**src/rtl/if_pkg.sv**
```systemverilog
// Shared types and constants for the instruction-fetch PC controller.
// The DSLOT state exists only when IF_DELAY_SLOT_EN is defined.
package if_pkg;

    localparam int unsigned ADDR_W      = 32;
    localparam int unsigned INSTR_BYTES = 4;

`ifdef IF_DELAY_SLOT_EN
    typedef enum logic [1:0] {
        StIdle,
        StFetch,
        StStall,
        StDslot
    } if_state_e;
`else
    typedef enum logic [1:0] {
        StIdle,
        StFetch,
        StStall
    } if_state_e;
`endif

endpackage

```
**src/rtl/if_pcadd.sv**
```systemverilog
// Sequential-PC adder: pc + INSTR_BYTES, wrapping modulo 2^ADDR_W.
module if_pcadd
    import if_pkg::*;
(
    input  logic [ADDR_W-1:0] pc_i,
    output logic [ADDR_W-1:0] pcadd4_o
);

    assign pcadd4_o = pc_i + ADDR_W'(INSTR_BYTES);

endmodule

```
**src/rtl/if_pc_ctrl.sv**
```systemverilog
// Fetch-stage PC sequencer: IDLE/FETCH/STALL FSM with stall hold, redirects and
// misaligned-target rejection. Define IF_DELAY_SLOT_EN for MIPS delay-slot sequencing.
module if_pc_ctrl
    import if_pkg::*;
#(
    parameter logic [ADDR_W-1:0] RESET_VECTOR = 32'h0000_0000
) (
    input  logic              i_clk,
    input  logic              i_rst,
    input  logic              i_stall,
    input  logic              i_redirect,
    input  logic [ADDR_W-1:0] i_redirect_addr,
    output logic              o_imem_req,
    output logic [ADDR_W-1:0] o_imem_addr,
    input  logic              i_imem_ack,
    output logic              o_valid,
    output logic [ADDR_W-1:0] o_pc,
    output logic [ADDR_W-1:0] o_pcadd4,
    output logic              o_misaligned
);

    if_state_e         state_q, state_d;
    logic [ADDR_W-1:0] pc_q, pc_d;
    logic              mis_q, mis_d;
    logic [ADDR_W-1:0] pcadd4;
    logic              redir_ok, redir_bad, in_dslot, discard, req, valid;
`ifdef IF_DELAY_SLOT_EN
    logic [ADDR_W-1:0] target_q, target_d;
`endif

    if_pcadd u_pcadd (
        .pc_i     (pc_q),
        .pcadd4_o (pcadd4)
    );

    always_comb begin
        redir_ok  = i_redirect & (i_redirect_addr[1:0] == 2'b00);
        redir_bad = i_redirect & (i_redirect_addr[1:0] != 2'b00);
`ifdef IF_DELAY_SLOT_EN
        in_dslot  = (state_q == StDslot);
        discard   = 1'b0;
        req       = (state_q == StFetch) | (in_dslot & ~i_stall);
`else
        in_dslot  = 1'b0;
        // Without delay slots the in-flight instruction is on the wrong path.
        discard   = redir_ok;
        req       = (state_q == StFetch);
`endif
        req       = req & ~i_rst;
        valid     = i_imem_ack & req & ~i_stall & ~discard;
    end

    always_comb begin
        state_d = state_q;
        pc_d    = pc_q;
        mis_d   = 1'b0;
`ifdef IF_DELAY_SLOT_EN
        target_d = target_q;
`endif
        if (i_rst) begin
            state_d = StIdle;
            pc_d    = RESET_VECTOR;
`ifdef IF_DELAY_SLOT_EN
            target_d = '0;
`endif
        end else if (redir_ok && !in_dslot) begin
`ifdef IF_DELAY_SLOT_EN
            // An instruction accepted alongside the redirect is itself the delay slot.
            if (valid) begin
                pc_d    = i_redirect_addr;
                state_d = StFetch;
            end else begin
                target_d = i_redirect_addr;
                state_d  = StDslot;
            end
`else
            pc_d    = i_redirect_addr;
            state_d = StFetch;
`endif
        end else begin
            mis_d = redir_bad & ~in_dslot;
            case (state_q)
                StIdle:  state_d = StFetch;
                StFetch: begin
                    if (i_stall) begin
                        state_d = StStall;
                    end else if (valid) begin
                        pc_d = pcadd4;
                    end
                end
                StStall: begin
                    if (!i_stall) begin
                        state_d = StFetch;
                    end
                end
`ifdef IF_DELAY_SLOT_EN
                StDslot: begin
                    if (valid) begin
                        pc_d    = target_q;
                        state_d = StFetch;
                    end
                end
`endif
                default: state_d = StIdle;
            endcase
        end
    end

    always_ff @(posedge i_clk) begin
        state_q <= state_d;
        pc_q    <= pc_d;
        mis_q   <= mis_d;
`ifdef IF_DELAY_SLOT_EN
        target_q <= target_d;
`endif
    end

    assign o_imem_req   = req;
    assign o_imem_addr  = pc_q;
    assign o_valid      = valid & ~i_rst;
    assign o_pc         = pc_q;
    assign o_pcadd4     = pcadd4;
    assign o_misaligned = mis_q;

endmodule

```
**config.mk**
```make
export PLATFORM = sky130hd
export DESIGN_NAME = if_pc_ctrl
export DESIGN_NICKNAME = d
export VERILOG_FILES = /design/src/rtl/if_pkg.sv /design/src/rtl/if_pcadd.sv /design/src/rtl/if_pc_ctrl.sv
export SDC_FILE = /design/constraint.sdc
export NUM_CORES = 1
export LEC_CHECK = 0
export CELL_PAD_IN_SITES_DETAIL_PLACEMENT = 0
export CELL_PAD_IN_SITES_GLOBAL_PLACEMENT = 1
export CORE_MARGIN = 1
export CORE_UTILIZATION = 30
export CTS_CLUSTER_DIAMETER = 100
export DETAILED_ROUTE_END_ITERATION = 8
export GPL_ROUTABILITY_DRIVEN = 0
export PLACE_DENSITY = 0.94
export SYNTH_ARGS = -nofsm -noshare
export SYNTH_HDL_FRONTEND = slang
export SYNTH_SLANG_ARGS = --single-unit
```
**constraint.sdc**
```tcl
create_clock -name i_clk -period 5.8 [get_ports i_clk]
set_input_delay 1.16 -clock i_clk [delete_from_list [all_inputs] [get_ports i_clk]]
set_output_delay 1.16 -clock i_clk [all_outputs]
set_load 0.05 [all_outputs]
```
==> results.py <==
metrics = {
    "critical_path": {
        "cp-end-kind": "output port",
        "slowest_stage": "clkdlybuf4s50_1",
        "required_ps": 4640,
        "path_cells": "ha_1, nand3_1, or4_1, or3_1, xnor2_1, clkdlybuf4s50_1",
        "max_stage_delay_ps": 820,
        "worst-path-max-fanout": 8,
        "start_kind": "register",
        "crit_buf_inv": 1,
        "setup.worst_path.class": "reg -> out",
        "arrival_ps": 3290,
        "cp_top_family": "simple AND/OR/NAND/NOR gates",
    },
    "route": {
        "antenna_left": 0,
        "viasPerCell": 5.430,
        "drt_pre_antenna_iters": 4,
        "drt-initial-drc-count": 209,
        "drc_errors": 0,
        "routedWlPerCell_um": 16.05,
        "vias": 2965,
        "wl_um": 8765,
    },
    "timing": {
        "max_slew_margin": 0.5466,
        "min_period_ps": 4452,
        "clock_skew_ps": 8.820,
        "fmax_mhz": 224.6,
        "drv_slew": 0,
        "hold_viol_final": 0,
        "fin_setup_tns_ps": 0,
        "rsz0062_at_grt": "false",
        "worstMarginPinSlew_ps": 678.5,
        "setup_viol": 0,
        "finalCritPeriodShare": 0.7676,
    },
    "die": {
        "die_w_um": 97.16,
        "start_util": 0.3100,
        "core_um2": 8763,
        "dieHeight_um": 97.16,
        "die-area_um2": 9439,
        "io_pins": 136,
        "placementRows": 34,
    },
    "logic_synthesis": {
        "synth-seq-cells": 35,
        "synth_cell_types": 43,
        "syn_inst": 347,
        "synth_edf_count": 0,
        "synthSimpleGateAreaFrac": 0.3192,
        "synthFlopType": "dfxtp_1",
        "synth_top_family_by_area": "simple AND/OR/NAND/NOR gates",
        "syn-num-nets": 385,
        "post_synth.cell_area_avg_um2": 7.828,
        "synthMuxAreaShare": 0,
        "synthAdderAreaFrac": 0.008291,
        "synthArstFlopShare": 0,
        "synth_compound_gate_area_share": 0.1631,
        "yosys_warnings": 0,
        "syn_area_um2": 2716,
        "synth-seq-area-share": 0.2579,
        "synth-xor-area-share": 0.1161,
    },
    "cells_and_area": {
        "n_antenna_cell": 0,
        "final_cells": 546,
        "nets": 475,
        "area_growth_pct": 46.57,
        "drive_gt1_frac": 0.04795,
        "nFillCells": 876,
    },
    "grt": {
        "grt.busiest_layer": "met2",
        "grt_pass1_vias": 2801,
        "use_met1": 0.2334,
        "grt_remaining_overflow": 0,
        "antenna_found_initial": 0,
        "use_met2": 0.3185,
        "grt.met3_usage": 0.03741,
        "grt_max_degree": 56,
        "grt_pass1_wl_um": 14190,
        "track_usage": 0.1834,
    },
    "placed_design": {
        "numPlacedInstances": 538,
        "io_buffer_count": 135,
        "dp_hpwl_um": 6420,
    },
    "clock_network": {
        "cts_setup_buffers": 0,
        "clkTransAtPathRegs_ps": 80,
        "htree_levels": 2,
        "clkSinkCount": 35,
        "cts_tree": "yes",
        "clock_latency_ps": 290,
        "root_buffer": "clkbuf_8",
        "cts.repair.resized": 0,
        "numCtsBuffers": 5,
        "clockBufferDepth": 2,
        "postCtsHoldBufs": 0,
    },
    "power_and_ir_drop": {
        "powerDensity_nw_per_um2": 182.4,
        "ir_worst_vdd_mv": 0.07965,
        "p_leak_nw": 1.324,
    },
    "flow_run": {
        "drv_cap": 0,
    },
    "status": {
        "status": "complete, no violations",
    },
    "min_path": {
        "hp-class": "reg -> reg",
    },
}
-- placed cells by master, fill, tap and decap left out, types with 2 or more instances in the layout --
master / count
a211oi_1: 10
a21o_1: 2
a21oi_1: 3
a22oi_1: 2
a311oi_1: 14
and2_1: 3
and3_1: 5
and4_1: 5
buf_4: 5
clkbuf_8: 7
clkdlybuf4s50_1: 134
dfxtp_1: 35
inv_1: 5
nand2_1: 22
nand2b_1: 4
nand3_1: 8
nand4_1: 10
nor2_1: 39
nor3_1: 7
nor3b_1: 5
nor4_1: 12
o211ai_1: 8
o21ai_0: 3
o311ai_0: 3
o31ai_1: 9
or2_2: 4
or3_1: 10
or3b_2: 3
or4_1: 14
xnor2_1: 18
xor2_1: 18
-- final timing paths --
path | from | end | slack [ps] | cells past startpoint
hold / removal | o_imem_addr[0]$_SDFFE_PP0P_ | o_imem_addr[0]$_SDFFE_PP0P_ | 510 | 1
setup reg to reg | o_imem_addr[2]$_SDFFE_PP0P_ | o_imem_addr[18]$_SDFFE_PP0P_ | 3150 | 5
setup / recovery | o_imem_addr[2]$_SDFFE_PP0P_ | o_pcadd4[30] | 1350 | 6
hold reg to reg | o_imem_addr[0]$_SDFFE_PP0P_ | o_imem_addr[0]$_SDFFE_PP0P_ | 510 | 1
-- synth_stat cells (4+ instances only) --
master    instances  area share
a311oi_1         14       0.045
xnor2_1          18       0.058
nor2_1           39       0.054
nand4_1          10       0.023
nand2b_1          4      0.0092
clkbuf_1         18       0.025
or2_2             4      0.0092
nor3b_1           5       0.014
and4_1            5       0.016
xor2_1           18       0.058
and3_1            5       0.012
buf_4            34       0.094
dfxtp_1          35        0.26
or4_1            14       0.039
a211oi_1         10       0.028
o211ai_1          8       0.022
nor3_1            7       0.013
nand2_1          22       0.030
or3_1            10       0.023
nor4_1           12       0.028
nand3_1           8       0.015
o31ai_1           9       0.025
inv_1             5      0.0069
-- metal layers --
layer	wire length, um	vias to the layer above
li1	-	1427
met1	3627	1421
met2	4408	110
met3	648	7
met4	80	0
met5	0	-
-- through the flow --
stage	power [mW]	utilization	worst slack, ps	hold slack [ps]	cell area (um2)
floorplan	0.4469	-	1631	592.3	2716
global placement	0.5309	0.4429	1459	494.2	3881
detailed placement	0.5327	0.4429	1437	508.1	3881
CTS	0.7296	0.4543	1326	519.8	3981
global route	0.7499	0.4543	1174	542.7	3981
finish	0.7260	0.4543	1348	510.4	3981
-- kinds of logic after synthesis --
| group | after synthesis |
|---|---|
| DFF | 35 |
| buffers and inverters | 61 |
| AOI/OAI and AO/OA | 58 |
| adders and majority gates | 2 |
| and+or+nand+nor | 155 |
| xor gates and xnor gates | 36 |
-- sequential cells by signal, indices dropped and copies added, names as in the netlist --
register and cells:
o_misaligned 1, state_q 2, o_imem_addr 32
-- area by class of cell --
type | count | area, um2 | share of cell area
clock buffer | 8 | 100.1 | 0.02514
inverter | 5 | 18.77 | 0.004714
multi-input combinational | 251 | 1648 | 0.4139
sequential | 35 | 700.7 | 0.1760
tap | 108 | 135.1 | 0.03394
timing repair buffer | 139 | 1379 | 0.3463
-- power by group --
group / internal [mW] / leakage [nW] / total, mW / switching, mW
clock: 0.109 / 0.0515 / 0.199 / 0.0906
sequential: 0.252 / 0.286 / 0.277 / 0.0249
combinational: 0.0923 / 0.987 / 0.250 / 0.158
total: 0.453 / 1.32 / 0.726 / 0.273
Note: power is estimated with default switching activity, not from simulation.
